## src/rtl/ps2_pkg.sv

```systemverilog
// Shared constants and types for the PS/2 scan-code decoder.
package ps2_pkg;

  // Set-2 prefix bytes.
  localparam logic [7:0] PS2_EXT = 8'hE0;
  localparam logic [7:0] PS2_BRK = 8'hF0;

  // Protocol, ack and error bytes that never form a key event.
  localparam logic [7:0] PS2_BAT_OK = 8'hAA;
  localparam logic [7:0] PS2_ACK    = 8'hFA;
  localparam logic [7:0] PS2_ECHO   = 8'hEE;
  localparam logic [7:0] PS2_RESEND = 8'hFE;
  localparam logic [7:0] PS2_ERR0   = 8'h00;
  localparam logic [7:0] PS2_ERR1   = 8'hFF;

  // FIFO pop sequencer states.
  typedef enum logic [1:0] {
    StIdle,
    StPop,
    StGap,
    StDecode
  } pop_state_e;

  // True for bytes that cancel any pending prefix and produce no event.
  function automatic logic is_ignored(input logic [7:0] b);
    return (b == PS2_BAT_OK) || (b == PS2_ACK) || (b == PS2_ECHO) ||
           (b == PS2_RESEND) || (b == PS2_ERR0) || (b == PS2_ERR1);
  endfunction

endpackage

```

## src/rtl/ps2_fifo_popper.sv

```systemverilog
// Pops one byte at a time from the keyboard FIFO with a timed, registered
// nextdata_n strobe, then presents the latched byte for one decode cycle.
module ps2_fifo_popper
  import ps2_pkg::*;
#(
  parameter int unsigned POP_CYCLES = 1,
  parameter int unsigned GAP_CYCLES = 2
) (
  input  logic       clk,
  input  logic       rst,
  input  logic       kb_ready,
  input  logic [7:0] kb_data,
  output logic       nextdata_n,
  output logic       byte_valid,
  output logic [7:0] byte_r
);

  localparam int unsigned CntMax = (POP_CYCLES > GAP_CYCLES) ? POP_CYCLES : GAP_CYCLES;
  localparam int unsigned CntW   = (CntMax > 1) ? $clog2(CntMax) : 1;

  localparam logic [CntW-1:0] PopLast = CntW'(POP_CYCLES - 1);
  localparam logic [CntW-1:0] GapLast = CntW'(GAP_CYCLES - 1);

  pop_state_e      state_q, state_d;
  logic [CntW-1:0] cnt_q, cnt_d;
  logic [7:0]      byte_q, byte_d;
  logic            nextdata_n_q, nextdata_n_d;
  logic            byte_valid_q, byte_valid_d;

  // Next-state: the byte is latched on the same edge ready is seen, so a
  // falling ready during POP/GAP cannot lose it.
  always_comb begin
    state_d      = state_q;
    cnt_d        = cnt_q;
    byte_d       = byte_q;
    nextdata_n_d = nextdata_n_q;
    case (state_q)
      StIdle: begin
        if (kb_ready) begin
          byte_d       = kb_data;
          cnt_d        = '0;
          nextdata_n_d = 1'b0;
          state_d      = StPop;
        end
      end
      StPop: begin
        if (cnt_q == PopLast) begin
          cnt_d        = '0;
          nextdata_n_d = 1'b1;
          state_d      = StGap;
        end else begin
          cnt_d = cnt_q + 1'b1;
        end
      end
      StGap: begin
        // Gives the keyboard time to advance before ready is looked at again.
        if (cnt_q == GapLast) begin
          cnt_d   = '0;
          state_d = StDecode;
        end else begin
          cnt_d = cnt_q + 1'b1;
        end
      end
      StDecode: state_d = StIdle;
      default:  state_d = StIdle;
    endcase
    byte_valid_d = (state_d == StDecode);
  end

  // Sequencer state and registered strobes; nextdata_n is a flop so it is glitch-free.
  always_ff @(posedge clk or negedge rst) begin
    if (!rst) begin
      state_q      <= StIdle;
      cnt_q        <= '0;
      byte_q       <= 8'h00;
      nextdata_n_q <= 1'b1;
      byte_valid_q <= 1'b0;
    end else begin
      state_q      <= state_d;
      cnt_q        <= cnt_d;
      byte_q       <= byte_d;
      nextdata_n_q <= nextdata_n_d;
      byte_valid_q <= byte_valid_d;
    end
  end

  assign nextdata_n = nextdata_n_q;
  assign byte_valid = byte_valid_q;
  assign byte_r     = byte_q;

endmodule

```

## src/rtl/ps2_key_decoder.sv

```systemverilog
// Turns raw set-2 scan-code bytes into single-cycle key events and tracks the
// held key, typematic repeats, a press counter and a sticky overflow flag.
module ps2_key_decoder
  import ps2_pkg::*;
#(
  parameter int unsigned POP_CYCLES = 1,
  parameter int unsigned GAP_CYCLES = 2
) (
  input  logic       clk,
  input  logic       rst,
  input  logic [7:0] kb_data,
  input  logic       kb_ready,
  input  logic       kb_overflow,
  output logic       nextdata_n,
  output logic       key_valid,
  output logic [7:0] key_code,
  output logic       key_ext,
  output logic       key_release,
  output logic       key_repeat,
  output logic       held_valid,
  output logic [7:0] held_code,
  output logic       held_ext,
  output logic [7:0] press_cnt,
  output logic       ovf_seen
);

  logic       byte_valid;
  logic [7:0] byte_r;

  ps2_fifo_popper #(
    .POP_CYCLES(POP_CYCLES),
    .GAP_CYCLES(GAP_CYCLES)
  ) u_popper (
    .clk       (clk),
    .rst       (rst),
    .kb_ready  (kb_ready),
    .kb_data   (kb_data),
    .nextdata_n(nextdata_n),
    .byte_valid(byte_valid),
    .byte_r    (byte_r)
  );

  logic       ext_f_q, ext_f_d;
  logic       brk_f_q, brk_f_d;
  logic       key_valid_q, key_valid_d;
  logic [7:0] key_code_q, key_code_d;
  logic       key_ext_q, key_ext_d;
  logic       key_release_q, key_release_d;
  logic       key_repeat_q, key_repeat_d;
  logic       held_valid_q, held_valid_d;
  logic [7:0] held_code_q, held_code_d;
  logic       held_ext_q, held_ext_d;
  logic [7:0] press_cnt_q, press_cnt_d;
  logic       ovf_seen_q, ovf_seen_d;
  logic       held_match;

  // Decode the byte in the DECODE cycle; prefixes only update flags.
  always_comb begin
    ext_f_d       = ext_f_q;
    brk_f_d       = brk_f_q;
    key_valid_d   = 1'b0;
    key_code_d    = key_code_q;
    key_ext_d     = key_ext_q;
    key_release_d = key_release_q;
    key_repeat_d  = key_repeat_q;
    held_valid_d  = held_valid_q;
    held_code_d   = held_code_q;
    held_ext_d    = held_ext_q;
    press_cnt_d   = press_cnt_q;
    ovf_seen_d    = ovf_seen_q | kb_overflow;
    held_match    = held_valid_q && (held_ext_q == ext_f_q) && (held_code_q == byte_r);

    if (byte_valid) begin
      if (byte_r == PS2_EXT) begin
        ext_f_d = 1'b1;
      end else if (byte_r == PS2_BRK) begin
        brk_f_d = 1'b1;
      end else if (is_ignored(byte_r)) begin
        ext_f_d = 1'b0;
        brk_f_d = 1'b0;
      end else begin
        key_valid_d   = 1'b1;
        key_code_d    = byte_r;
        key_ext_d     = ext_f_q;
        key_release_d = brk_f_q;
        if (brk_f_q) begin
          // Breaks are never repeats; only the held key's break releases it.
          key_repeat_d = 1'b0;
          if (held_match) begin
            held_valid_d = 1'b0;
          end
        end else if (held_match) begin
          key_repeat_d = 1'b1;
        end else begin
          key_repeat_d = 1'b0;
          press_cnt_d  = press_cnt_q + 8'd1;
          held_valid_d = 1'b1;
          held_code_d  = byte_r;
          held_ext_d   = ext_f_q;
        end
        ext_f_d = 1'b0;
        brk_f_d = 1'b0;
      end
    end
  end

  // Event, held-key and status registers.
  always_ff @(posedge clk or negedge rst) begin
    if (!rst) begin
      ext_f_q       <= 1'b0;
      brk_f_q       <= 1'b0;
      key_valid_q   <= 1'b0;
      key_code_q    <= 8'h00;
      key_ext_q     <= 1'b0;
      key_release_q <= 1'b0;
      key_repeat_q  <= 1'b0;
      held_valid_q  <= 1'b0;
      held_code_q   <= 8'h00;
      held_ext_q    <= 1'b0;
      press_cnt_q   <= 8'h00;
      ovf_seen_q    <= 1'b0;
    end else begin
      ext_f_q       <= ext_f_d;
      brk_f_q       <= brk_f_d;
      key_valid_q   <= key_valid_d;
      key_code_q    <= key_code_d;
      key_ext_q     <= key_ext_d;
      key_release_q <= key_release_d;
      key_repeat_q  <= key_repeat_d;
      held_valid_q  <= held_valid_d;
      held_code_q   <= held_code_d;
      held_ext_q    <= held_ext_d;
      press_cnt_q   <= press_cnt_d;
      ovf_seen_q    <= ovf_seen_d;
    end
  end

  assign key_valid   = key_valid_q;
  assign key_code    = key_code_q;
  assign key_ext     = key_ext_q;
  assign key_release = key_release_q;
  assign key_repeat  = key_repeat_q;
  assign held_valid  = held_valid_q;
  assign held_code   = held_code_q;
  assign held_ext    = held_ext_q;
  assign press_cnt   = press_cnt_q;
  assign ovf_seen    = ovf_seen_q;

endmodule

```

## config.mk

```make
export PLATFORM = sky130hd
export DESIGN_NAME = ps2_key_decoder
export DESIGN_NICKNAME = d
export VERILOG_FILES = /design/src/rtl/ps2_pkg.sv /design/src/rtl/ps2_fifo_popper.sv /design/src/rtl/ps2_key_decoder.sv
export SDC_FILE = /design/constraint.sdc
export NUM_CORES = 1
export LEC_CHECK = 0
export BUFFER_PORTS_ARGS = -buffer_cell sky130_fd_sc_hd__buf_2
export CAP_MARGIN = 0
export CORE_MARGIN = 2
export CORE_UTILIZATION = 25
export CTS_BUF_LIST = sky130_fd_sc_hd__clkbuf_16
export DETAILED_ROUTE_END_ITERATION = 6
export PLACE_DENSITY = 0.47
export SLEW_MARGIN = 20
export SYNTH_ARGS = -nofsm -noshare
export SYNTH_HDL_FRONTEND = slang
export SYNTH_SLANG_ARGS = --single-unit
```

## constraint.sdc

```tcl
create_clock -name clk -period 2.5 [get_ports clk]
set_input_delay 0.25 -clock clk [delete_from_list [all_inputs] [get_ports clk]]
set_output_delay 0.25 -clock clk [all_outputs]
set_load 0.02 [all_outputs]
```

==> metrics <==
Post-Synthesis Cell Area=2160 um^2; setup TNS=0 ns; Startpoint Class=register; clock sinks=46; starting density of the core=a little over a quarter; CP Max Fanout=11; Tot GR Track Use=10.1%; Core Footprint=8300 um^2; Post-Syn Instances=166; IO Pins=44; outcome=finished clean; DRT Pass-1 Iters=4; Worst Path Arrival=2.42 ns; fill count=854; fin nets=241; Tcrit/Tclk final=between 90% and 100%; Residual DRC=0; post-synth top area share=52.0%; H-tree levels=2; global-route wire length before repair=7560 um; post-route cell area=2680 um^2; Hold Vio Cnt, Final=0; most common cell after layout, fill and taps aside=dfrtp_1; kind of end point of the critical path=register; VDD IR-drop max=0.000528 V; Final setup viols=0; synthesized net count=between 150 and 200; initial antenna violation count=0; DPL Wire Length=3400 um; Netlist cell types=34; area post-placement=2530 um^2; clock root buffer master=clkbuf_16; CTS tree=done; drt via density=4.27; synth warn=0; commonest non-fill, non-tap cells in the layout=dfrtp_1, buf_2, xor2_1; RSZ-0062 raised after global routing=false; Clk pin slew, worst setup/hold paths=0.06 ns; die area=roughly 9400 um^2; Die H=97.1 um; Tmin final=~2.3 ns; GRT overflow=0; worst min path class=input pin to register; Hold Path Stages=2; f_max=about 0.44 GHz; post-CTS setup repair buffer count=0; Placer Congestion=0.736; top cells by area, synth=dfrtp_1, mux2_4, mux2_2, xor2_1, ha_1; maximum capacitance violations=0; Area growth, synth to finish=23.7%; share of cells above drive strength 1=37.6%; WS Path Type=register to register; DRT iter0 DRCs=a little over 40; Worst EP required=2.66 ns; register area share after synthesis=~53%; post-route ant nets=0; Rows=33; Avg WL per Cell=13.8 um; total power=between 0.003 and 0.004 W; hold slack=0.154 ns; pwr dens=1300 nW/um^2; syn avg cell area=roughly 13 um^2; Yosys reg bits=46; die width=about 97 um; cts bufs inserted=5; number of port buffers=43; final core utilization=32.3%; FF-to-FF path depth=7; slew of the pin with the lowest slew margin=0.347 ns; cell taking the most area after synthesis=dfrtp_1; Max clock buf depth=2; hold buffers post-CTS=1; post-CTS sizing=0; final clock skew=0.00389 ns; Skew-Pair Late Insertion Delay=0.28 ns; Max-slew headroom=76.8%; Slew Viols, Final=0; largest net degree at the start of global routing=25; vias in the first global route=1416; Ant. Diodes=0; vias=1393; routed wire length=4500 um; P_leak=about 1.3 nW
[power by group]
part           leakage, nW  switching, W  internal [W]  total (W)
sequential           0.564      0.000327       0.00107    0.00139
clock               0.0724      0.000268      0.000362   0.000630
combinational        0.649      0.000780      0.000687    0.00147
total                 1.29       0.00138       0.00211    0.00349
[routing by layer]
metal  global-route usage, %  routed length, um  up-vias
met4                    3.58                 71        0
met2                    15.8               2070       24
met3                    2.45                151        6
met5                       0                  0        -
met1                    13.7               2200      672
li1                        -                  -      691
[per-stage QoR]
stage | setup slack [ns] | instances
finish | 0.242 | 326
global route | 0.0283 | 326
CTS | 0.191 | 326
detailed placement | 0.207 | 317
global placement | 0.250 | 317
floorplan | 0.306 | 166
[final timing paths]
| path | start | end | slack, ns |
|---|---|---|---|
| worst max register to register | u_popper.byte_r[4] | press_cnt[1] | 0.24 |
| worst min register to register | ovf_seen | ovf_seen | 0.46 |
| worst max-delay path | u_popper.byte_r[4] | press_cnt[1] | 0.24 |
| max in group asynchronous | rst | u_popper.nextdata_n | 1.71 |
| worst min-delay path | kb_overflow | ovf_seen | 0.15 |
| min in group asynchronous | rst | key_code[6] | 0.48 |
[worst max-delay path, stage by stage (launching register included)]
cell,delay [ns]
dfrtp_1,0.48
xor2_1,0.20
nor4_1,0.32
nand4_1,0.19
ha_1,0.26
nand2_1,0.06
or2_2,0.27
mux2_1,0.36
[state kept, by name, indices dropped and copies added, names as in the netlist, 2 cells and up]
signal / flops
held_code: 8
u_popper.byte_r: 8
u_popper.state_q: 2
press_cnt: 8
key_code: 8
[logic make-up after synthesis]
group	count (synthesis)	share of synthesized area [%]
AOI/OAI and AO/OA	16	5.32
adders and majority gates	9	5.20
buffers and inverters	14	3.47
muxes	31	17.6
DFF	46	53.2
and+or+nand+nor	33	8.27
xor gates and xnor gates	17	6.88
[cells in the mapped netlist]
library cell and n:
o22a_1 1, or4_1 1, dfstp_2 1, mux2_4 9
o21ai_0 3, nand3_1 3, or3_1 1, a221oi_1 1
a22oi_1 1, nor3_1 4, buf_6 3, mux2i_1 1
o211ai_1 1, nand2_1 6, nor4_1 5, clkbuf_1 2
or2_2 2, mux2_2 12, ha_1 9, xor2_1 14
o32a_1 1, nor2_2 1, nand4_1 5, a21oi_1 5
inv_1 9, o21ai_1 1, nor2_1 3, nand4b_1 1
and2_1 1, mux2_1 9, dfrtp_1 45, xnor2_1 3
o22ai_4 1, o21a_1 1
[final cells by class]
cell class	count	area [um^2]	share of cell area (%)
sequential	46	1150	43.0
multi-input combinational	106	937	35.0
timing repair buffer	52	285	10.7
tap	105	131	4.91
clock buffer	5	125	4.67
inverter	9	33.8	1.26
clock inverter	3	12.5	0.467
No activity file was read; power rests on OpenSTA's default activity.
